--- config.mk ---
export PLATFORM = sky130hd
export DESIGN_NAME = chatter_queue
export DESIGN_NICKNAME = d
export VERILOG_FILES = /design/src/rtl/chatter_queue.sv
export SDC_FILE = /design/constraint.sdc
export NUM_CORES = 1
export LEC_CHECK = 0
export CORE_MARGIN = 5
export CORE_UTILIZATION = 59
export DETAILED_ROUTE_END_ITERATION = 10
export PLACE_DENSITY = 0.91
export SLEW_MARGIN = 30
export SYNTH_ARGS = -nofsm -noshare
export SYNTH_HDL_FRONTEND = slang
export SYNTH_SLANG_ARGS = --single-unit
export TNS_END_PERCENT = 1
--- constraint.sdc ---
create_clock -name clk -period 10.4 [get_ports clk]
set_clock_uncertainty 0.2 [all_clocks]
set_input_delay 2.08 -clock clk [delete_from_list [all_inputs] [get_ports clk]]
set_output_delay 2.08 -clock clk [all_outputs]
set_load 0.05 [all_outputs]
--- src/rtl/chatter_queue.sv ---
// Queued speech sequencer: phoneme codes are buffered in a small FIFO and played
// back to back through an external phoneme table and sample ROM, one sample per tick.
module chatter_queue #(
    parameter int CODE_W  = 6,
    parameter int ADDR_W  = 16,
    parameter int SAMP_W  = 8,
    parameter int FIFO_D  = 8,
    parameter int PERIOD  = 12500,
    parameter int ROM_LAT = 1
) (
    input  logic              clk,
    input  logic              rst_n,
    input  logic [CODE_W-1:0] data,
    input  logic              write,
    input  logic              abort,
    output logic              busy,
    output logic              idle,
    output logic [CODE_W-1:0] tbl_code,
    input  logic [ADDR_W-1:0] tbl_start,
    input  logic [ADDR_W-1:0] tbl_end,
    input  logic              tbl_hush,
    output logic [ADDR_W-1:0] rom_addr,
    input  logic [SAMP_W-1:0] rom_data,
    output logic [SAMP_W-1:0] sample,
    output logic              sample_stb,
    output logic              hush
);

    localparam int PTR_W = $clog2(FIFO_D);
    localparam int CNT_W = $clog2(PERIOD);
    localparam logic [PTR_W:0]   FULL_COUNT = (PTR_W+1)'(FIFO_D);
    localparam logic [CNT_W-1:0] LAST_COUNT = CNT_W'(PERIOD - 1);
    localparam logic [2:0]       LAT_INIT   = 3'(ROM_LAT);

    localparam logic [2:0] ST_IDLE  = 3'd0;
    localparam logic [2:0] ST_LOAD  = 3'd1;
    localparam logic [2:0] ST_WAIT  = 3'd2;
    localparam logic [2:0] ST_FETCH = 3'd3;
    localparam logic [2:0] ST_CAPT  = 3'd4;

    logic [CNT_W-1:0]  period_cnt_reg;
    logic              tick;

    logic [CODE_W-1:0] fifo_mem [FIFO_D];
    logic [PTR_W-1:0]  wr_ptr_reg, wr_ptr_next;
    logic [PTR_W-1:0]  rd_ptr_reg, rd_ptr_next;
    logic [PTR_W:0]    count_reg, count_next;
    logic              fifo_empty;
    logic              push, pop;

    logic [2:0]        state_reg, state_next;
    logic [ADDR_W-1:0] ptr_reg, ptr_next;
    logic [ADDR_W-1:0] end_reg, end_next;
    logic [ADDR_W-1:0] rom_addr_reg, rom_addr_next;
    logic [2:0]        lat_reg, lat_next;
    logic [CODE_W-1:0] tbl_code_reg, tbl_code_next;
    logic [SAMP_W-1:0] sample_reg, sample_next;
    logic              stb_reg, stb_next;
    logic              hush_reg, hush_next;
    logic              busy_reg, busy_next;
    logic              idle_reg, idle_next;

    assign tick       = (period_cnt_reg == LAST_COUNT);
    assign fifo_empty = (count_reg == '0);
    // A write in the same cycle as abort is discarded along with the queue.
    assign push       = write && !busy_reg && !abort;

    always_ff @(posedge clk) begin
        if (!rst_n || tick) begin
            period_cnt_reg <= '0;
        end else begin
            period_cnt_reg <= period_cnt_reg + CNT_W'(1);
        end
    end

    always_ff @(posedge clk) begin
        if (push) begin
            fifo_mem[wr_ptr_reg] <= data;
        end
    end

    always_comb begin
        state_next    = state_reg;
        ptr_next      = ptr_reg;
        end_next      = end_reg;
        rom_addr_next = rom_addr_reg;
        lat_next      = lat_reg;
        tbl_code_next = tbl_code_reg;
        sample_next   = sample_reg;
        stb_next      = 1'b0;
        hush_next     = hush_reg;
        pop           = 1'b0;
        if (abort) begin
            state_next = ST_IDLE;
            hush_next  = 1'b1;
        end else begin
            case (state_reg)
                ST_IDLE: begin
                    hush_next = 1'b1;
                    if (!fifo_empty) begin
                        pop           = 1'b1;
                        tbl_code_next = fifo_mem[rd_ptr_reg];
                        state_next    = ST_LOAD;
                    end
                end
                ST_LOAD: begin
                    ptr_next   = tbl_start;
                    end_next   = tbl_end;
                    hush_next  = tbl_hush;
                    state_next = ST_WAIT;
                end
                ST_WAIT: begin
                    if (tick) begin
                        rom_addr_next = ptr_reg;
                        lat_next      = LAT_INIT;
                        state_next    = ST_FETCH;
                    end
                end
                ST_FETCH: begin
                    lat_next = lat_reg - 3'd1;
                    if (lat_reg == 3'd1) begin
                        state_next = ST_CAPT;
                    end
                end
                ST_CAPT: begin
                    sample_next = rom_data;
                    stb_next    = 1'b1;
                    // Chaining straight into LOAD keeps consecutive phonemes gapless.
                    if (ptr_reg == end_reg) begin
                        if (!fifo_empty) begin
                            pop           = 1'b1;
                            tbl_code_next = fifo_mem[rd_ptr_reg];
                            state_next    = ST_LOAD;
                        end else begin
                            state_next = ST_IDLE;
                        end
                    end else begin
                        ptr_next   = ptr_reg + ADDR_W'(1);
                        state_next = ST_WAIT;
                    end
                end
                default: begin
                    state_next = ST_IDLE;
                end
            endcase
        end
    end

    always_comb begin
        wr_ptr_next = wr_ptr_reg;
        rd_ptr_next = rd_ptr_reg;
        count_next  = count_reg;
        if (abort) begin
            wr_ptr_next = '0;
            rd_ptr_next = '0;
            count_next  = '0;
        end else begin
            if (push) begin
                wr_ptr_next = wr_ptr_reg + PTR_W'(1);
            end
            if (pop) begin
                rd_ptr_next = rd_ptr_reg + PTR_W'(1);
            end
            case ({push, pop})
                2'b10:   count_next = count_reg + (PTR_W+1)'(1);
                2'b01:   count_next = count_reg - (PTR_W+1)'(1);
                default: count_next = count_reg;
            endcase
        end
        busy_next = (count_next == FULL_COUNT);
        idle_next = (state_next == ST_IDLE) && (count_next == '0);
    end

    always_ff @(posedge clk) begin
        if (!rst_n) begin
            wr_ptr_reg   <= '0;
            rd_ptr_reg   <= '0;
            count_reg    <= '0;
            state_reg    <= ST_IDLE;
            ptr_reg      <= '0;
            end_reg      <= '0;
            rom_addr_reg <= '0;
            lat_reg      <= '0;
            tbl_code_reg <= '0;
            sample_reg   <= '0;
            stb_reg      <= 1'b0;
            hush_reg     <= 1'b1;
            busy_reg     <= 1'b0;
            idle_reg     <= 1'b1;
        end else begin
            wr_ptr_reg   <= wr_ptr_next;
            rd_ptr_reg   <= rd_ptr_next;
            count_reg    <= count_next;
            state_reg    <= state_next;
            ptr_reg      <= ptr_next;
            end_reg      <= end_next;
            rom_addr_reg <= rom_addr_next;
            lat_reg      <= lat_next;
            tbl_code_reg <= tbl_code_next;
            sample_reg   <= sample_next;
            stb_reg      <= stb_next;
            hush_reg     <= hush_next;
            busy_reg     <= busy_next;
            idle_reg     <= idle_next;
        end
    end

    assign busy       = busy_reg;
    assign idle       = idle_reg;
    assign tbl_code   = tbl_code_reg;
    assign rom_addr   = rom_addr_reg;
    assign sample     = sample_reg;
    assign sample_stb = stb_reg;
    assign hush       = hush_reg;

endmodule

# Yosys cells after proc, flatten, opt, wreduce, memory -nomap -nowiden
# Memories as Yosys holds them, arrays and structs flattened. A register that Yosys moved wholly into a read port is not among the register bits.
# Index checks and enable logic that the tools add are counted.
dict set report word_totals {
  mem_count 1
  ff_bits 96
  input_bits 51
  ram_bits 48
  wordCells 86
  out_inout_bits 34
}
# name words width read_ports rd_ports_with_merged_regs write_ports line_no
set memory_table {}
lappend memory_table {fifo_mem 8 6 1 1 1 44} ;# logic [CODE_W-1:0] fifo_mem [FIFO_D];
dict set report classes {
  n_eq_ne 13
  mux 26
  n_addsub 7
  reduce_logical 22
  bitwise_logic 2
}
# operator n
set op_table {}
lappend op_table {{$pmux W16 S2} 1}
lappend op_table {{$mux W3} 8}
lappend op_table {{$add A16 B1 Y16 const B} 1}
lappend op_table {{$eq A16 B16 Y1} 1}
lappend op_table {{$mux W16} 1}
lappend op_table {{$pmux W3 S5} 1}
lappend op_table {{$add A14 B1 Y14 const B} 1}
lappend op_table {{$eq A14 B14 Y1 const B} 1}
lappend op_table {{$mux W6} 2}
lappend op_table {{$pmux W6 S2} 1}
lappend op_table {{$reduce_and A3 Y1} 4}
lappend op_table {{$logic_not A4 Y1} 2}
lappend op_table {{$pmux W4 S2} 1}
lappend op_table {{$reduce_bool A2 Y1} 4}
lappend op_table {{$mux W1} 7}
lappend op_table {{$add A3 B1 Y3 const B} 2}
lappend op_table {{$eq A3 B1 Y1 const B} 2}
lappend op_table {{$eq A3 B2 Y1 const B} 2}
lappend op_table {{$logic_not A3 Y1} 2}
lappend op_table {{$ne A2 B2 Y1 const B} 3}
lappend op_table {{$pmux W3 S2} 1}
lappend op_table {{$add A4 B1 Y4 const B} 1}
lappend op_table {{$eq A4 B4 Y1 const B} 1}
lappend op_table {{$mux W4} 1}
lappend op_table {{12 further kinds} 19}

# Depth between registers and ports, before layout
# Gate-level depths: netlist (run 1).
dict set report depth {
  depth_word 10
  depth_mapped 13
  depth_no_buf 12
}

# Least setup slack after synthesis (run 1)
# OpenSTA, ideal clock, no wires.
dict set report synth_timing {
  path_type {input port to flip-flop}
  start {input port abort}
  end {register idle_reg, in the netlist idle}
  stages 8
  arrival_time_ps 4308
  t_required_ps 10108
  slack_ps 5800
  path_buffers 2
  path_cell_list {clkbuf_1 > nor3_1 > ha_1 > clkbuf_1 > or2_2 > o22ai_1 > mux2_2 > nor4_1}
}
dict set report synth_between {
  elab_chain_cells 7
  word_cells_on_any_way 11
}
# element line_no
set synth_lines {}
lappend synth_lines {{start, declared} 15} ;# input logic abort,
lappend synth_lines {{$logic_not A1 Y1} 66} ;# assign push = write && !busy_reg && !abort;
lappend synth_lines {{$logic_and A1 B1 Y1} 66}
lappend synth_lines {{$eq A2 B1 Y1 or $eq A2 B2 Y1 (tied branches)} 164} ;# case ({push, pop})
lappend synth_lines {{$pmux W4 S2} 164}
lappend synth_lines {{$mux W4} 153} ;# if (abort) begin
lappend synth_lines {{$logic_not A4 Y1} 171} ;# idle_next = (state_next == ST_IDLE) && (count_next == '0);
lappend synth_lines {{$logic_and A1 B1 Y1 (*)} 171}
lappend synth_lines {{end signal, assigned} 204} ;# idle_reg <= idle_next;
lappend synth_lines {{end, declared} 61} ;# logic idle_reg, idle_next;
# Every way passes the cells marked *; elsewhere a longest branch is shown, timed or not.
# A chain may end at the register's enable or synchronous reset.

# Worst setup path after layout (run 1)
# Same ends and word-level chain as after synthesis.

==> results by group, run 1 <==
Yosys
  – Main synth FF type: dfxtp_1
  – Yosys reg bits: 147
  – Synth warn: 0
  – Compound-gate portion of the synthesized area: 0.1229
  – Post-synth EDFFs: 48
  – Top cells by area, synth: dfxtp_1 (31%), edfxtp_1 (22%), nand2_1 (5.3%)
  – Xor/xnor share of the synthesized area: 0.04484
  – Synth Net Count: 692
  – Post-synth cell types: 56
  – Asr flop ratio synth: 0
  – Register area share after synthesis: 0.5311
  – Post-Synth Simple-Gate Area: 0.1661
  – Post-synthesis mux area share: 0.08560
  – Synth top area share: 0.3075
  – Post-Synth Adder-Cell Area: 0.01747
  – Main combinational cell family by area after synthesis: simple AND/OR/NAND/NOR gates
  – Cell taking the most area after synthesis: dfxtp_1
  – Post-Syn Area per Cell: 10.20 um2
  – Syn Inst Count: 632
  – Area of the mapped netlist: 6446 um2

Clock network
  – CTS tree: yes
  – Deepest clock path buffer count: 2
  – Clk slew on worst S/H paths: 60 ps
  – Cts hold-fix bufs: 0
  – Post-CTS repair timing setup buffer count: 0
  – Clk Latency, worst-skew pair: 530 ps
  – Post_cts resized: 0
  – Clk sink count: 147
  – CTS Buf Count: 17
  – Max H-tree Level: 4
  – Root buffer cell: clkbuf_8

Placement
  – Worst slack, placed: 4874 ps
  – Post-DP Area: 7353 um2
  – Placed instance count: 820
  – Gpl congestion: 0.9139
  – Hpwl dp: 11000 um
  – IO buf count: 84

GRT
  – Largest net degree at the start of global routing: 45
  – First-pass GRT wire length: 25610 um
  – Initial antenna violation count: 1
  – Vias in the first global route: 5257
  – Total GRT Usage: 0.2498
  – GR Overflow Total: 0

Run
  – Max Cap Viol: 0

STA
  – Setup TNS: 0 ps
  – Final Cycle Share: 0.4865
  – RSZ-0062 raised after global routing: no
  – Fin. Hold Viols: 0
  – Crit path time final: 5060 ps
  – Hold Slack: 259.2 ps
  – Final Worst Setup Slack: 5340 ps
  – Max Slew Vio Count: 0
  – Final setup fails: 0
  – Rel. slew slack: 0.3564
  – Max Freq: 197.6 MHz
  – Worst Tran Pin Value: 958.1 ps

Final layout
  – Final Instance Area: 7905 um2
  – Final std cells w/o fill: 852
  – NumNets Final: 759
  – Top reg by flops: fifo_mem
  – Max reg flops: 48
  – Most frequent cells in the layout: dfxtp_1 (99), nand2_1 (91), clkdlybuf4s50_1 (84)
  – Layout Area Growth over Synthesis: 22.63%
  – Layout cells sized above 1: 0.08017
  – Commonest non-fill, non-tap cell in the layout: dfxtp_1
  – Fin util: 0.7324

Power
  – Cell-internal power: 0.9597 mW
  – PwrDens: 160.3 nW/um2
  – Maximum vdd drop: 0.0001228 V
  – Overall power: 1.267 mW
  – Logic pwr share: 0.075
  – Flop pwr share: 0.480
  – Pleak: 2.725 nW
  – Clock Power Share: 0.444
  – P_sw: 0.3077 mW
  – Net Sw Frac: 0.2428

Route
  – Post-route ant nets: 0
  – Via count: 5211
  – Routed vias/inst: 6.116
  – 1st-iter DRT viols: 430
  – WL per Instance: 18.62 um
  – Drt pass-1 iters: 5
  – DRC: 0
  – Drt total wl: 15860 um

Floorplanning
  – Chip width: 114.5 um
  – Core Area: 10790 um2
  – Row Count: 38
  – Initial Util: 0.5973
  – I/O pin count: 85
  – Die Y: 114.5 um
  – Die area: 13120 um2

Status
  – Status: finished clean

Setup path
  – Worst EP required: 10630 ps
  – Setup crit start kind: input port
  – CP arrival: 5290 ps
  – Endpoint class of the critical path: flip-flop
  – Critical path type: in2reg
  – Peak fanout along the critical path: 12

Min path
  – Worst Hold Class: reg2reg
==> routing by layer <==
layer / vias up / track usage / routed length [um]
li1: 2421 / - / -
met1: 2466 / 0.2925 / 5993
met2: 274 / 0.4303 / 8138
met3: 50 / 0.06712 / 1238
met4: 0 / 0.1077 / 491
met5: - / 0 / 0
==> cell families (layout without fill, tap and decap cells) <==
| kind of cell | count (synthesis) | after routing |
|---|---|---|
| xor gates and xnor gates | 33 | 33 |
| and+or+nand+nor | 230 | 230 |
| adders and majority gates | 9 | 9 |
| other | 0 | 1 |
| DFF | 147 | 147 |
| AOI/OAI and AO/OA | 123 | 123 |
| buffers and inverters | 50 | 129 |
| muxes | 40 | 40 |
==> worst max-delay path, cell delays in order <==
cell	delay, ps
clkdlybuf4s50_1	670
nor3_1	840
ha_1	430
xor2_1	110
ha_1	190
a21oi_1	140
mux2i_1	230
xor2_1	280
a31oi_1	140
nor4_1	180
==> final cells by class <==
class,instances,area (um2)
fillers,679,2888
inverters,10,37.54
flip-flops and latches,147,3423
clock inverters,13,126.4
diodes,1,2.502
clock buffers,18,417.9
well taps,140,175.2
multi-input cells,435,2851
repair buffers,88,870.8
==> cells in the mapped netlist (all sizes together) (11+ instances only) <==
cell     n
a211oi  12
a21oi   51
clkbuf  36
dfxtp   99
edfxtp  48
mux2i   27
mux4    12
nand2   91
nor2    64
nor3    11
o21ai   13
xnor2   21
xor2    12
==> power groups by stage <==
stage / Sequential, mW / Combinational, mW / Clock, mW
2_1_floorplan: 0.621 / 0.0494 / 0
3_3_place_gp: 0.620 / 0.0880 / 0
3_5_place_dp: 0.621 / 0.0932 / 0
4_1_cts: 0.608 / 0.0942 / 0.569
5_1_grt: 0.610 / 0.102 / 0.595
6_report: 0.609 / 0.0956 / 0.563
==> final timing paths <==
| kind | startpoint | endpoint | slack [ps] | cells after the start |
|---|---|---|---|---|
| worst max-delay path | abort | idle | 5340 | 10 |
| worst min-delay path | sample[7] | sample[7] | 260 | 2 |
| worst max register to register | ptr_reg[11] | idle | 6090 | 12 |
| worst min register to register | sample[7] | sample[7] | 260 | 2 |
Power figures use the tool's default switching activity.
==> run 2: changes to the inputs <==
- CORE_UTILIZATION: 59 -> 55
- PLACE_DENSITY: 0.91 -> 0.86
- clock period: 10.4 -> 4.97 ns (I/O delays scaled with it)
==> results by group, run 2 (synthesis gave the netlist of run 1 again) <==
Status
  – Status: finished clean

GRT
  – Vias in the first global route: 5190 (-1.3%)
  – GR Overflow Total: 0 (unchanged)
  – First-pass GRT wire length: 25500 um (-0.46%)
  – Total GRT Usage: 0.2254 (-0.02442)
  – Largest net degree at the start of global routing: 36 (-20%)
  – Initial antenna violation count: 0 (-1)

STA
  – Final Cycle Share: 0.7624
  – Crit path time final: 3789 ps
  – Final Worst Setup Slack: 1181 ps (-4160 ps)
  – Worst Tran Pin Value: 985.2 ps (+27.10 ps)
  – Max Freq: 263.9 MHz
  – Max Slew Vio Count: 0 (unchanged)
  – Setup TNS: 0 ps (unchanged)
  – RSZ-0062 raised after global routing: no
  – Fin. Hold Viols: 0 (unchanged)
  – Final setup fails: 0 (unchanged)
  – Rel. slew slack: 0.3418 (-0.01457)

Clock network
  – Post-CTS repair timing setup buffer count: 0 (unchanged)
  – Clk Latency, worst-skew pair: 430 ps (-100 ps)
  – Clk sink count: 147 (unchanged)
  – Deepest clock path buffer count: 2 (unchanged)
  – Root buffer cell: clkbuf_16
  – Max H-tree Level: 4 (unchanged)
  – Cts hold-fix bufs: 0 (unchanged)
  – Post_cts resized: 0 (unchanged)
  – Clk slew on worst S/H paths: 60 ps (about the same)
  – CTS Buf Count: 17 (unchanged)
  – CTS tree: yes

Floorplanning
  – Initial Util: 0.5621 (-0.03513)
  – Die Y: 118.3 um (+3.3%)
  – Core Area: 11470 um2 (+6.2%)
  – I/O pin count: 85 (unchanged)
  – Row Count: 39 (+2.6%)
  – Chip width: 118.3 um (+3.3%)
  – Die area: 13990 um2 (+6.6%)

Route
  – Drt total wl: 15670 um (-1.2%)
  – Post-route ant nets: 0 (unchanged)
  – Routed vias/inst: 6.023 (-1.5%)
  – DRC: 0 (unchanged)
  – WL per Instance: 18.30 um (-1.7%)
  – 1st-iter DRT viols: 472 (+9.8%)
  – Via count: 5156 (-1.1%)
  – Drt pass-1 iters: 5 (unchanged)

Power
  – Cell-internal power: 2.128 mW (+120%)
  – Logic pwr share: 0.072 (-0.003)
  – P_sw: 0.6299 mW (+100%)
  – Clock Power Share: 0.465 (+0.021)
  – Flop pwr share: 0.462 (-0.018)
  – PwrDens: 346.1 nW/um2 (+120%)
  – Net Sw Frac: 0.2284 (-0.01437)
  – Pleak: 2.761 nW (+1.3%)
  – Maximum vdd drop: 0.0002564 V (+110%)

Final layout
  – Most frequent cells in the layout: dfxtp_1 (99), nand2_1 (91), clkdlybuf4s50_1 (84)
  – Layout Area Growth over Synthesis: 23.60%
  – ANT cells: 0 (-1)
  – Layout cells sized above 1: 0.08415 (+0.003983)
  – Max reg flops: 48 (unchanged)
  – Top reg by flops: fifo_mem
  – NumNets Final: 760 (+0.13%)
  – Commonest non-fill, non-tap cell in the layout: dfxtp_1

Setup path
  – Slowest stage delay, CP: 570 ps (-270 ps)
  – CP arrival: 3920 ps (-1370 ps)
  – Setup crit start kind: flip-flop
  – Endpoint class of the critical path: flip-flop
  – Critical path type: reg2reg
  – Worst path cell trace: xnor2_1 > nand4_1 > o41a_1 > nor3_1 > buf_4 > ha_1 > xor2_1 > ha_1 > a21oi_1 > mux2i_1 > xor2_1 > a31oi_1 > nor4_1
  – Peak fanout along the critical path: 10 (-2)
  – Slowest-stage cell, CP: o41a_1
  – Worst EP required: 5100 ps (-5530 ps)

Run
  – Max Cap Viol: 0 (unchanged)

Placement
  – Gpl congestion: 0.9196 (+0.62%)
  – Hpwl dp: 10660 um (-3.1%)
  – IO buf count: 84 (unchanged)
  – Worst slack, placed: 1002 ps (-3872 ps)

Min path
  – Worst Hold Class: reg2reg
run 2: layout make-up:
type / count / area [um2]
clock buffer: 19 / 432.9
clock inverter: 13 / 160.2
fill: 810 / 3500
inverter: 10 / 37.54
multi-input combinational: 435 / 2856
sequential: 147 / 3423
tap: 143 / 178.9
timing repair buffer: 89 / 878.3
run 2: final timing paths:
path	slack [ps]	start	to	cells past startpoint
min	260	sample[0]	sample[0]	2
max reg2reg	1180	ptr_reg[2]	idle	13
max	1180	ptr_reg[2]	idle	13
min reg2reg	260	sample[0]	sample[0]	2
run 2: per-layer routing:
layer,vias up,part of all wire,GRT usage
li1,2412,-,-
met1,2468,0.40,0.2724
met2,227,0.51,0.3819
met3,49,0.067,0.07402
met4,0,0.023,0.07168
met5,-,0,0
run 2: power by group through the flow:
stage | combinational, mW | sequential (mW) | clock (mW)
finish | 0.200 | 1.27 | 1.28
CTS | 0.196 | 1.27 | 1.29
floorplan | 0.103 | 1.30 | 0
global route | 0.212 | 1.28 | 1.35
detailed placement | 0.195 | 1.30 | 0
global placement | 0.186 | 1.30 | 0
run 2: per-stage QoR:
stage	utilization	hold slack (ps)	instance area, um2	cells	power (mW)
finish	0.6948	261.8	7968	856	2.758
global route	0.6948	278.0	7968	856	2.843
CTS	0.6939	260.9	7958	856	2.762
detailed placement	0.6422	251.8	7365	824	1.493
global placement	0.6415	239.8	7356	824	1.483
floorplan	-	226.0	6446	632	1.403
run 2: worst max-delay path, delay by kind of cell (launching register included):
family / cells / cell delay, ps
compound gates: 3 / 840
mux: 1 / 230
fa+ha+maj: 2 / 480
flops: 1 / 530
simple gates: 3 / 650
xor+xnor: 3 / 550
buf+inv: 1 / 200
==> run 3: changes to the inputs <==
- clock period: 4.97 -> 3.8 ns (I/O delays scaled with it)
==> results by group, run 3 (synthesis gave the netlist of run 1 again) <==
Setup path
  – R2r setup slk: 300 ps (-880 ps)
  – Setup crit start kind: flip-flop
  – Worst EP required: 3920 ps (-1180 ps)
  – R2R cell count: 12 (-1)
  – RR Startpoint: ptr_reg[6]
  – Origin of the worst setup path: ptr_reg[6]
  – R2R Path End: idle
  – Critical path type: reg2reg
  – Peak fanout along the critical path: 7 (-3)
  – Endpoint class of the critical path: flip-flop
  – CP arrival: 3620 ps (-300 ps)

Placement
  – IO buf count: 84 (unchanged)
  – Worst slack, placed: 130.2 ps (-871.9 ps)
  – Gpl congestion: 0.8964 (-2.5%)
  – Placed instance count: 840 (+1.9%)
  – Hpwl dp: 11430 um (+7.2%)

STA
  – Setup TNS: 0 ps (unchanged)
  – Final Worst Setup Slack: 304.6 ps (-876.3 ps)
  – Rel. slew slack: 0.4798 (+0.1380)
  – RSZ-0062 raised after global routing: no
  – Max Freq: 286.1 MHz (+8.4%)
  – Fin. Hold Viols: 0 (unchanged)
  – Hold Slack: 254.4 ps (-7.389 ps)
  – Max Slew Vio Count: 0 (unchanged)
  – Crit path time final: 3495 ps (-293.7 ps)
  – Final setup fails: 0 (unchanged)
  – Worst Tran Pin Value: 779.2 ps (-206.0 ps)
  – Final Cycle Share: 0.9198 (+0.1574)

Clock network
  – Root buffer cell: clkbuf_16
  – Clk Latency, worst-skew pair: 420 ps (about the same)
  – CTS Buf Count: 17 (unchanged)
  – Max H-tree Level: 4 (unchanged)
  – Deepest clock path buffer count: 2 (unchanged)
  – Clk sink count: 147 (unchanged)
  – Cts hold-fix bufs: 0 (unchanged)
  – CTS tree: yes
  – Clk slew on worst S/H paths: 60 ps (about the same)

Final layout
  – Final std cells w/o fill: 872 (+1.9%)
  – Top reg by flops: fifo_mem
  – Layout Area Growth over Synthesis: 25.33%
  – Fill count: 770 (-4.9%)
  – Layout cells sized above 1: 0.1015 (+0.01736)
  – ANT cells: 0 (unchanged)
  – Most frequent cells in the layout: dfxtp_1 (98), nand2_1 (91), clkdlybuf4s50_1 (84)
  – NumNets Final: 776 (+2.1%)
  – Max reg flops: 48 (unchanged)
  – Commonest non-fill, non-tap cell in the layout: dfxtp_1

Run
  – Max Cap Viol: 0 (unchanged)

Power
  – Pleak: 2.831 nW (+2.5%)
  – Maximum vdd drop: 0.0004138 V (+61%)
  – PwrDens: 448.1 nW/um2 (+29%)

GRT
  – Total GRT Usage: 0.2321 (+0.006676)
  – GR Overflow Total: 0 (unchanged)
  – Largest net degree at the start of global routing: 27 (-25%)
  – Initial antenna violation count: 0 (unchanged)
  – Vias in the first global route: 5325 (+2.6%)
  – First-pass GRT wire length: 26510 um (+4.0%)

Route
  – Drt total wl: 15920 um (+1.6%)
  – Via count: 5182 (+0.50%)
  – Met2 WL: 8044 um (+0.54%)
  – Post-route ant nets: 0 (unchanged)
  – 1st-iter DRT viols: 346 (-27%)
  – Drt pass-1 iters: 7 (+2)
  – Metal3 WL: 1232 um (+18%)
  – Uppermost layer routed: met4
  – DRT met1 WL: 6374 um (+1.8%)
  – DRC: 0 (unchanged)
  – WL per Instance: 18.26 um (-0.24%)
  – Routed vias/inst: 5.943 (-1.3%)

Min path
  – Hold endpoint: sample[4]
  – Hold Crit Start: sample[4]
  – Hold path depth: 2 (unchanged)
  – Worst Hold Class: reg2reg

Floorplanning
  – Chip width: 118.3 um (unchanged)
  – I/O pin count: 85 (unchanged)
  – Initial Util: 0.5621 (unchanged)
  – Core Area: 11470 um2 (unchanged)
  – Row Count: 39 (unchanged)
  – Die area: 13990 um2 (unchanged)
  – Die Y: 118.3 um (unchanged)

Status
  – Status: finished clean
-- run 3: cell types whose count changed in the layout (fill, tap and decap cells not counted), sizes merged --
| cell | previous run | this run |
|---|---|---|
| buf | 5 | 21 |
| clkinv | 5 | 6 |
| clkinvlp | 4 | 3 |
-- run 3: what timing repair did --
action | 4_1_cts | 5_1_grt
resized for setup | 0 | 3
setup buffers | 0 | 0
setup endpoints to repair | 0 | 2
endpoints found under the hold margin | 0 | 0
-- run 3: final cells by class --
| class | instances | area, um2 | area share |
|---|---|---|---|
| inverter | 10 | 37.54 | 0.004646 |
| clock buffer | 19 | 432.9 | 0.05359 |
| clock inverter | 13 | 161.4 | 0.01998 |
| tap | 143 | 178.9 | 0.02215 |
| sequential | 147 | 3425 | 0.4239 |
| timing repair buffer | 105 | 998.5 | 0.1236 |
| multi-input combinational | 435 | 2845 | 0.3522 |
-- run 3: routing by layer --
layer / global-route usage / vias up
met3: 0.06543 / 26
met5: 0 / -
met1: 0.2833 / 2470
met2: 0.3896 / 233
li1: - / 2453
met4: 0.09104 / 0
-- run 3: how the worst max path moves through the flow --
stage / slack, ps / cells after the start / end
3_3_place_gp: 300 / 12 / idle
3_5_place_dp: 130 / 12 / idle
5_1_grt: 10 / 12 / idle
2_1_floorplan: 140 / 11 / idle
6_report: 300 / 12 / idle
4_1_cts: 50 / 12 / idle
-- run 3: worst max-delay path, cell delays in order, from the launching register on --
cell and delay [ps]:
dfxtp_1 430, xnor2_1 160, nand4_1 200, o41a_1 580
nor3_2 290, ha_2 310, xor2_1 90, ha_1 210
a21oi_1 160, mux2i_1 230, xor2_1 240, a31oi_1 110
nor4_1 180
-- run 3: metrics by stage --
step	total power [mW]	area (um2)	util
4_1_cts	3.631	8070	0.7038
3_3_place_gp	1.952	7476	0.6519
2_1_floorplan	1.835	6446	-
5_1_grt	3.730	8079	0.7045
6_report	3.620	8079	0.7045
3_5_place_dp	1.961	7476	0.6519
-- run 3: where the power goes --
| part | switching (mW) | internal (mW) |
|---|---|---|
| clock | 0.655 | 1.03 |
| combinational | 0.155 | 0.117 |
| sequential | 0.0207 | 1.64 |
| total | 0.830 | 2.79 |
